==> src/rtl/ram_s1p1c_ctrl_pkg.sv <==
// Shared types for the single-port RAM controller: port grant encoding and
// the smallest legal response-buffer depth.
package ram_ctrl_pkg;

    typedef enum logic [1:0] {
        GRANT_NONE  = 2'd0,
        GRANT_WRITE = 2'd1,
        GRANT_READ  = 2'd2
    } grant_e;

    localparam int RSP_DEPTH_MIN = 2;

endpackage

==> src/rtl/ram_s1p1c_ctrl_rsp_fifo.sv <==
// Read-response FIFO: control state has an async reset, storage is left unreset.
// The head entry is visible combinationally.
module ram_rsp_fifo #(
    parameter int WIDTH = 8,
    parameter int DEPTH = 3,
    parameter int CNT_W = $clog2(DEPTH + 1)
) (
    input  logic             clk,
    input  logic             rst_n,
    input  logic             push,
    input  logic [WIDTH-1:0] push_data,
    input  logic             pop,
    output logic [WIDTH-1:0] head,
    output logic [CNT_W-1:0] count,
    output logic             full,
    output logic             empty
);

    localparam int PTR_W = (DEPTH > 1) ? $clog2(DEPTH) : 1;

    logic [WIDTH-1:0] mem [DEPTH];
    logic [PTR_W-1:0] wr_ptr;
    logic [PTR_W-1:0] rd_ptr;

    // Depth need not be a power of two, so pointers wrap explicitly.
    function automatic logic [PTR_W-1:0] next_ptr(input logic [PTR_W-1:0] ptr);
        return (ptr == PTR_W'(DEPTH - 1)) ? '0 : ptr + 1'b1;
    endfunction

    always_ff @(posedge clk or negedge rst_n) begin
        if (!rst_n) begin
            wr_ptr <= '0;
            rd_ptr <= '0;
            count  <= '0;
        end else begin
            if (push) wr_ptr <= next_ptr(wr_ptr);
            if (pop)  rd_ptr <= next_ptr(rd_ptr);
            case ({push, pop})
                2'b10:   count <= count + 1'b1;
                2'b01:   count <= count - 1'b1;
                default: count <= count;
            endcase
        end
    end

    always_ff @(posedge clk) begin
        if (push) mem[wr_ptr] <= push_data;
    end

    assign head  = mem[rd_ptr];
    assign full  = (count == CNT_W'(DEPTH));
    assign empty = (count == '0);

endmodule

==> src/rtl/ram_s1p1c_ctrl.sv <==
// Arbitrates write and read request channels onto one single-port RAM and
// returns read data through a credit-limited response FIFO.
module ram_s1p1c_ctrl
    import ram_ctrl_pkg::*;
#(
    parameter  int WORD_WIDTH = 8,
    parameter  int WORD_COUNT = 256,
    parameter  int RSP_DEPTH  = 3,
    localparam int ADDR_WIDTH = $clog2(WORD_COUNT)
) (
    input  logic                  clk_i,
    input  logic                  rstn_i,
    input  logic                  wr_valid_i,
    output logic                  wr_ready_o,
    input  logic [ADDR_WIDTH-1:0] wr_addr_i,
    input  logic [WORD_WIDTH-1:0] wr_data_i,
    input  logic                  rd_valid_i,
    output logic                  rd_ready_o,
    input  logic [ADDR_WIDTH-1:0] rd_addr_i,
    output logic                  rsp_valid_o,
    input  logic                  rsp_ready_i,
    output logic [WORD_WIDTH-1:0] rsp_data_o,
    output logic                  ram_we_o,
    output logic [ADDR_WIDTH-1:0] ram_addr_o,
    output logic [WORD_WIDTH-1:0] ram_data_o,
    input  logic [WORD_WIDTH-1:0] ram_data_i
);

    localparam int CNT_W = $clog2(RSP_DEPTH + 1);

    grant_e                grant;
    grant_e                last_grant_q;
    logic                  pending_q;
    logic                  rd_credit;
    logic [CNT_W:0]        inflight;
    logic [CNT_W-1:0]      count;
    logic                  full;
    logic                  empty;
    logic                  push;
    logic                  pop;
    logic [WORD_WIDTH-1:0] head;

    // Credit counts both buffered and in-flight reads, from registers only,
    // so rsp_ready_i never reaches rd_ready_o combinationally.
    assign inflight  = {1'b0, count} + (CNT_W + 1)'(pending_q);
    assign rd_credit = (inflight < (CNT_W + 1)'(RSP_DEPTH));

    always_comb begin
        grant = GRANT_NONE;
        if (!rstn_i) begin
            grant = GRANT_NONE;
        end else if (wr_valid_i && rd_valid_i && rd_credit) begin
            grant = (last_grant_q == GRANT_WRITE) ? GRANT_READ : GRANT_WRITE;
        end else if (wr_valid_i) begin
            grant = GRANT_WRITE;
        end else if (rd_valid_i && rd_credit) begin
            grant = GRANT_READ;
        end
    end

    assign wr_ready_o = (grant == GRANT_WRITE);
    assign rd_ready_o = (grant == GRANT_READ);

    always_comb begin
        ram_we_o   = 1'b0;
        ram_addr_o = '0;
        ram_data_o = '0;
        case (grant)
            GRANT_WRITE: begin
                ram_we_o   = 1'b1;
                ram_addr_o = wr_addr_i;
                ram_data_o = wr_data_i;
            end
            GRANT_READ: ram_addr_o = rd_addr_i;
            default: ;
        endcase
    end

    // RAM address stage: a granted read returns data on the next edge.
    always_ff @(posedge clk_i or negedge rstn_i) begin
        if (!rstn_i) begin
            pending_q    <= 1'b0;
            last_grant_q <= GRANT_READ;
        end else begin
            pending_q <= (grant == GRANT_READ);
            if (grant != GRANT_NONE) last_grant_q <= grant;
        end
    end

    // RAM data stage: capture registered read data into the response FIFO.
    assign push = pending_q;
    assign pop  = rsp_valid_o && rsp_ready_i;

    ram_rsp_fifo #(
        .WIDTH (WORD_WIDTH),
        .DEPTH (RSP_DEPTH),
        .CNT_W (CNT_W)
    ) u_rsp_fifo (
        .clk       (clk_i),
        .rst_n     (rstn_i),
        .push      (push),
        .push_data (ram_data_i),
        .pop       (pop),
        .head      (head),
        .count     (count),
        .full      (full),
        .empty     (empty)
    );

    assign rsp_valid_o = !empty;
    assign rsp_data_o  = empty ? '0 : head;

    a_no_x_ctrl: assert property (@(posedge clk_i) disable iff (!rstn_i)
        !$isunknown({wr_valid_i, rd_valid_i, rsp_ready_i}));

    a_wr_stable: assert property (@(posedge clk_i) disable iff (!rstn_i)
        (wr_valid_i && !wr_ready_o) |=>
            (!wr_valid_i || ($stable(wr_addr_i) && $stable(wr_data_i))));

    a_rd_stable: assert property (@(posedge clk_i) disable iff (!rstn_i)
        (rd_valid_i && !rd_ready_o) |=> (!rd_valid_i || $stable(rd_addr_i)));

    a_rsp_stable: assert property (@(posedge clk_i) disable iff (!rstn_i)
        (rsp_valid_o && !rsp_ready_i) |=> $stable(rsp_data_o));

    a_no_overflow: assert property (@(posedge clk_i) disable iff (!rstn_i)
        !(push && full));

endmodule

==> config.mk <==
export PLATFORM = sky130hd
export DESIGN_NAME = ram_s1p1c_ctrl
export DESIGN_NICKNAME = d
export VERILOG_FILES = /design/src/rtl/ram_s1p1c_ctrl_pkg.sv /design/src/rtl/ram_s1p1c_ctrl_rsp_fifo.sv /design/src/rtl/ram_s1p1c_ctrl.sv
export SDC_FILE = /design/constraint.sdc
export NUM_CORES = 1
export LEC_CHECK = 0
export BUFFER_PORTS_ARGS = -buffer_cell sky130_fd_sc_hd__buf_2
export CORE_MARGIN = 2
export CORE_UTILIZATION = 43
export DETAILED_ROUTE_END_ITERATION = 12
export HOLD_SLACK_MARGIN = 0.08
export PLACE_DENSITY = 0.77
export RECOVER_POWER = 100
export SLEW_MARGIN = 5
export SYNTH_ARGS = -nofsm -noshare
export SYNTH_HDL_FRONTEND = slang
export SYNTH_SLANG_ARGS = --single-unit
==> constraint.sdc <==
create_clock -name clk_i -period 2.1 [get_ports clk_i]
set_input_delay 0.21 -clock clk_i [delete_from_list [all_inputs] [get_ports clk_i]]
set_output_delay 0.21 -clock clk_i [all_outputs]
set_load 0.03 [all_outputs]
# Word-level counts from Yosys, hierarchy flattened
# Memories as Yosys holds them, arrays and structs flattened.
# Index checks and enable logic that the tools add are counted.
# W data, S select, Z words.
[classes]
n_addsub = 5
magnitude_cmp = 1
eq_ne = 7
mux = 14
reduce_logical = 8
[op_table]
columns = ["cell", "count"]
rows = [
  ["$mux W8", 2],
  ["$pmux W8 S2", 1],
  ["$mux W2", 7],
  ["$eq A2 B2 Y1 const B", 4],
  ["$add A2 B1 Y2 const B", 3],
  ["$eq A2 B1 Y1 const B", 3],
  ["$logic_and A1 B1 Y1", 4],
  ["$pmux W2 S2", 1],
  ["$reduce_bool A2 Y1", 2],
  ["$add A2 B1 Y3", 1],
  ["$lt A3 B2 Y1 const B", 1],
  ["$mux W1", 3],
  ["$logic_not A2 Y1", 1],
  ["$sub A2 B1 Y2 const B", 1],
  ["$logic_not A1 Y1", 1],
]
[word_totals]
regBits = 9
ram_bits = 24
inputBits = 37
output_inout_bits = 28
elab_cells = 41
mem_count = 1
[mem_list]
columns = ["memory", "words", "width", "read_ports", "rd_ports_with_merged_regs", "write_ports", "line", "rtl"]
rows = [
  ["u_rsp_fifo.mem", 3, 8, 1, 0, 1, "ram_s1p1c_ctrl_rsp_fifo.sv:21", "logic [WIDTH-1:0] mem [DEPTH];"],
]

# Longest topological paths before layout
[depth]
word_depth = 9
depth_mapped = 9
ltp_nobuf = 8

# Hierarchy
# A second synthesis with hierarchy kept.
[unflattened]
hier_cells = 133
hier_area_um2 = 1667.8
[by_module_without_submodules]
columns = ["module", "n_inst", "cells_per_inst", "area_per_inst_um2", "seq_area_each_um2"]
rows = [
  ["ram_rsp_fifo", 1, 75, 1163.6, 870.8],
  ["ram_s1p1c_ctrl", 1, 58, 504.2, 76.3],
]

# Worst setup path before layout
# No wires, ideal clock.
[synth_timing]
path_type = "reg2out"
start = "reg u_rsp_fifo.count[0]"
end = "out ram_addr_o[7]"
arrival_time_ns = 2.485
t_required_ns = 1.890
setup_slack_ns = -0.595
stages_incl_launch_ff = 10
path_buffers = 1
cell_sequence = "dfrtp_1 ha_1 ha_1 nand2_1 a31o_2 inv_1 ha_1 clkbuf_2 a22oi_1 nor2b_1"
[synth_via]
elab_cells_between_ends = 11
classes_between = "1 x add/sub; 1 x order compare; 2 x eq/ne; 5 x mux; 2 x reduce/logical"
[synth_rtl]
columns = ["element", "line", "rtl"]
rows = [
  ["from (decl)", "ram_s1p1c_ctrl_rsp_fifo.sv:14", "output logic [CNT_W-1:0] count,"],
  ["from (signal assigned)", "ram_s1p1c_ctrl_rsp_fifo.sv:39", "2'b10: count <= count + 1'b1;"],
  ["from (signal assigned)", "ram_s1p1c_ctrl_rsp_fifo.sv:40", "2'b01: count <= count - 1'b1;"],
  ["from (signal assigned)", "ram_s1p1c_ctrl_rsp_fifo.sv:41", "default: count <= count;"],
  ["$add A2 B1 Y3 (*)", "ram_s1p1c_ctrl.sv:45", "assign inflight = {1'b0, count} + (CNT_W + 1)'(pending_q);"],
  ["$lt A3 B2 Y1 (*)", "ram_s1p1c_ctrl.sv:46", "assign rd_credit = (inflight < (CNT_W + 1)'(RSP_DEPTH));"],
  ["$logic_and A1 B1 Y1 (*)", "ram_s1p1c_ctrl.sv:52", "end else if (wr_valid_i && rd_valid_i && rd_credit) begin"],
  ["$mux W2 (*)", "ram_s1p1c_ctrl.sv:52", ""],
  ["$mux W2 (*)", "ram_s1p1c_ctrl.sv:50", "if (!rstn_i) begin"],
  ["named net grant[0]", "ram_s1p1c_ctrl.sv:31", "grant_e grant;"],
  ["$eq A2 B2 Y1 / $eq A2 B1 Y1 (equally long branches)", "ram_s1p1c_ctrl.sv:68", "case (grant)"],
  ["$pmux W8 S2 (*)", "ram_s1p1c_ctrl.sv:68", ""],
  ["to (decl)", "ram_s1p1c_ctrl.sv:24", "output logic [ADDR_WIDTH-1:0] ram_addr_o,"],
]
# Mark *: on every way through the listed nets, which the timed path passes. The rest lies on a longest branch.

# Worst setup path after layout
[layout_timing]
start = "reg u_rsp_fifo.count[0]"
end = "out ram_addr_o[3]"
# Same word-level chain as after synthesis.

==> impl_metrics.yaml <==
clocking:
  cts_root_buf: "clkbuf_8"
  clk_path_buf_depth: 2
  htree_levels: 2
  cts_sinks: 33
  clkLatencyLatePin_ns: 0.28
  path_clk_slew_ns: 0.07
  cts_buffers: 5
  cts_tree: "built"
worst_setup_path:
  worst_path_max_delay_cell: "dfrtp_1"
  cp.arrival_ns: 2.18
  critPathBufInv: 3
  cp-start-kind: "flip-flop"
  critPathMaxFanout: 6
  critical_path.max_stage_delay_ns: 0.40
  criticalPathCategory: "reg2out"
  critPathRequiredTime_ns: 1.89
  worstPathCellList: "ha_2, ha_4, nand2_4, a31o_4, inv_2, ha_4, buf_6, a22oi_2, nor2b_2, buf_6"
  crit_path_end_kind: "primary output"
  crit_family: "adder cells"
job:
  drv_cap: 0
layout:
  drive_gt1_share_pct: 56.28
  final_common_cell: "buf_2"
  area_growth_pct: 54.42
  final_cell_count_no_fill: 263
  final_cell_mix: "buf_2 (36), edfxtp_1 (24), buf_6 (21)"
  fin_nets: 258
  insertedDiodeCount: 0
  utilization_pct: 69.24
status:
  status: "complete, but fails checks"
  violations: "negative setup slack"
power_and_ir_drop:
  p_leak_nw: 1.090
  internal_power_mw: 1.756
  swShare_pct: 36.26
  combPwrFrac_pct: 44.3
  report.power.total_mw: 2.756
  peakVddDrop_v: 0.0004612
  power.density_nw_per_um2: 1087
  switching_power_mw: 0.9993
  power.share.clock_pct: 21.8
  pwr-share-seq_pct: 33.9
sta:
  min_period_over_period_pct: 113.9
  worst_pin_slew_ns: 0.5671
  hold_viol_final: 0
  fmax_mhz: 418.2
  fin_tns_setup_ns: -4.425
  report.final.slew_viol_count: 0
  setup_ws_ns: -0.2915
  period_minus_slack_ns: 2.391
  rsz0062_at_grt: "true"
  setup_violations: 19
  hold-worst-slack_ns: 0.1554
  relSlewSlack_pct: 61.79
  clock_skew_ns: 0.005596
synth:
  ys.flop_type: "edfxtp_1"
  yosysSeqAreaShare_pct: 57.70
  synth.ff_latch_count: 33
  synthCells: 124
  async_flop_share_pct: 27.27
  yosysWarnings: 0
  syn_nets: 168
  syn_area_sq_um: 1642
  synth_area_per_cell_sq_um: 13.24
  synth_area_leaders: "edfxtp_1 (44%), dfrtp_1 (12%), mux2_4 (6.4%)"
  synth_cell_types: 27
  synth_edf_count: 24
  yosysTopAreaCellShare_pct: 43.90
  yosysTopAreaCell: "edfxtp_1"
drt:
  drc: 0
  first_pass_iters: 4
  wl_per_cell_um: 14.32
  ant_nets: 0
  routed_wl_um: 3765
  vias: 1278
  drt_iter0_drc: 31
  viasPerCell: 4.859
global_routing:
  grt_max_degree: 12
  grt_pass1_wl_um: 5940
  grt_pass1_vias: 1391
  grt_use_total_pct: 18.95
  antenna_found_initial: 0
  gr-total-overflow: 0
place:
  portBuffers: 64
  dp_hpwl_um: 2535
  gp_congestion: 0.7045
  placedCellCount: 242
floorplan:
  die_h_um: 65.79
  core_sq_um: 3661
  rows: 22
  die-area_sq_um: 4328
  io_pins: 65
  start_util_pct: 44.84
  die_w_um: 65.79
min_path:
  hp-class: "in2reg"
[cell families after synthesis]
logic type | Yosys count | synth area share (%)
mux | 16 | 11.97
fa+ha+maj | 7 | 5.335
compound gates | 17 | 7.775
buf+inv | 10 | 3.277
flops | 33 | 57.70
xor+xnor | 3 | 1.601
simple gates | 38 | 12.35
[cells in the mapped netlist (3+ instances only)]
master     n
a21o_1     3
a22oi_1    8
and2_1     8
dfrtp_1    8
edfxtp_1  24
ha_1       7
inv_1      6
mux2_4     7
mux2i_1    8
nand2_1    5
nor2_1    11
nor2b_1   10
[registers in the layout, summed over array words and instances, names as in the netlist]
register / count
u_rsp_fifo.mem: 24
u_rsp_fifo.wr_ptr: 2
pending_q: 1
u_rsp_fifo.rd_ptr: 2
u_rsp_fifo.count: 2
last_grant_q: 2
[power groups by stage]
| stage | clock [mW] | combinational, mW | sequential (mW) |
|---|---|---|---|
| after floorplan | 0 | 0.855 | 0.881 |
| after global placement | 0 | 1.05 | 0.938 |
| after detailed placement | 0 | 1.09 | 0.946 |
| after CTS | 0.619 | 1.21 | 0.934 |
| after global routing | 0.652 | 1.31 | 0.947 |
| final | 0.602 | 1.22 | 0.933 |
[repair_timing]
item                                    in CTS  in global routing
pin swaps                                    6                  5
buffers inserted                             5                  7
hold buffers                                 1                  0
gates resized for setup                     47                  9
endpoints found under the setup margin      19                 19
endpoints found under the hold margin        8                  0
[routing by layer]
metal,vias up,wire length [um],track usage (%)
met5,-,0,0
met4,0,41,7.031
met3,4,279,5.792
met2,60,2089,37.63
met1,591,1354,17.68
li1,623,-,-
[metrics by stage]
step,worst slack (ns),area (sq um)
final,-0.2915,2535
after global routing,-0.3875,2535
after floorplan,-0.03964,1760
after global placement,0.03769,2176
after detailed placement,-0.03087,2176
after CTS,-0.3027,2502
[worst paths after layout]
check                                     from                    to  slack [ns]  cells after the start
setup / recovery           u_rsp_fifo.count[0]         ram_addr_o[3]       -0.29                     10
min in group asynchronous               rstn_i   u_rsp_fifo.count[1]        0.65                      3
max in group asynchronous               rstn_i       last_grant_q[1]        1.09                      3
setup reg to reg           u_rsp_fifo.count[0]   u_rsp_fifo.count[1]        0.10                      8
hold / removal                   ram_data_i[1]  u_rsp_fifo.mem[2][1]        0.16                      1
hold reg to reg                last_grant_q[1]       last_grant_q[1]        0.47                      2
[final cells by class]
cell class | instances | area (sq um)
clock buffer | 7 | 86.33
clock inverter | 1 | 30.03
fill | 259 | 1126
inverter | 6 | 22.52
multi-input combinational | 81 | 804.5
sequential | 33 | 947.2
tap | 48 | 60.06
timing repair buffer | 87 | 584.3
No activity file was read; power rests on OpenSTA's default activity.
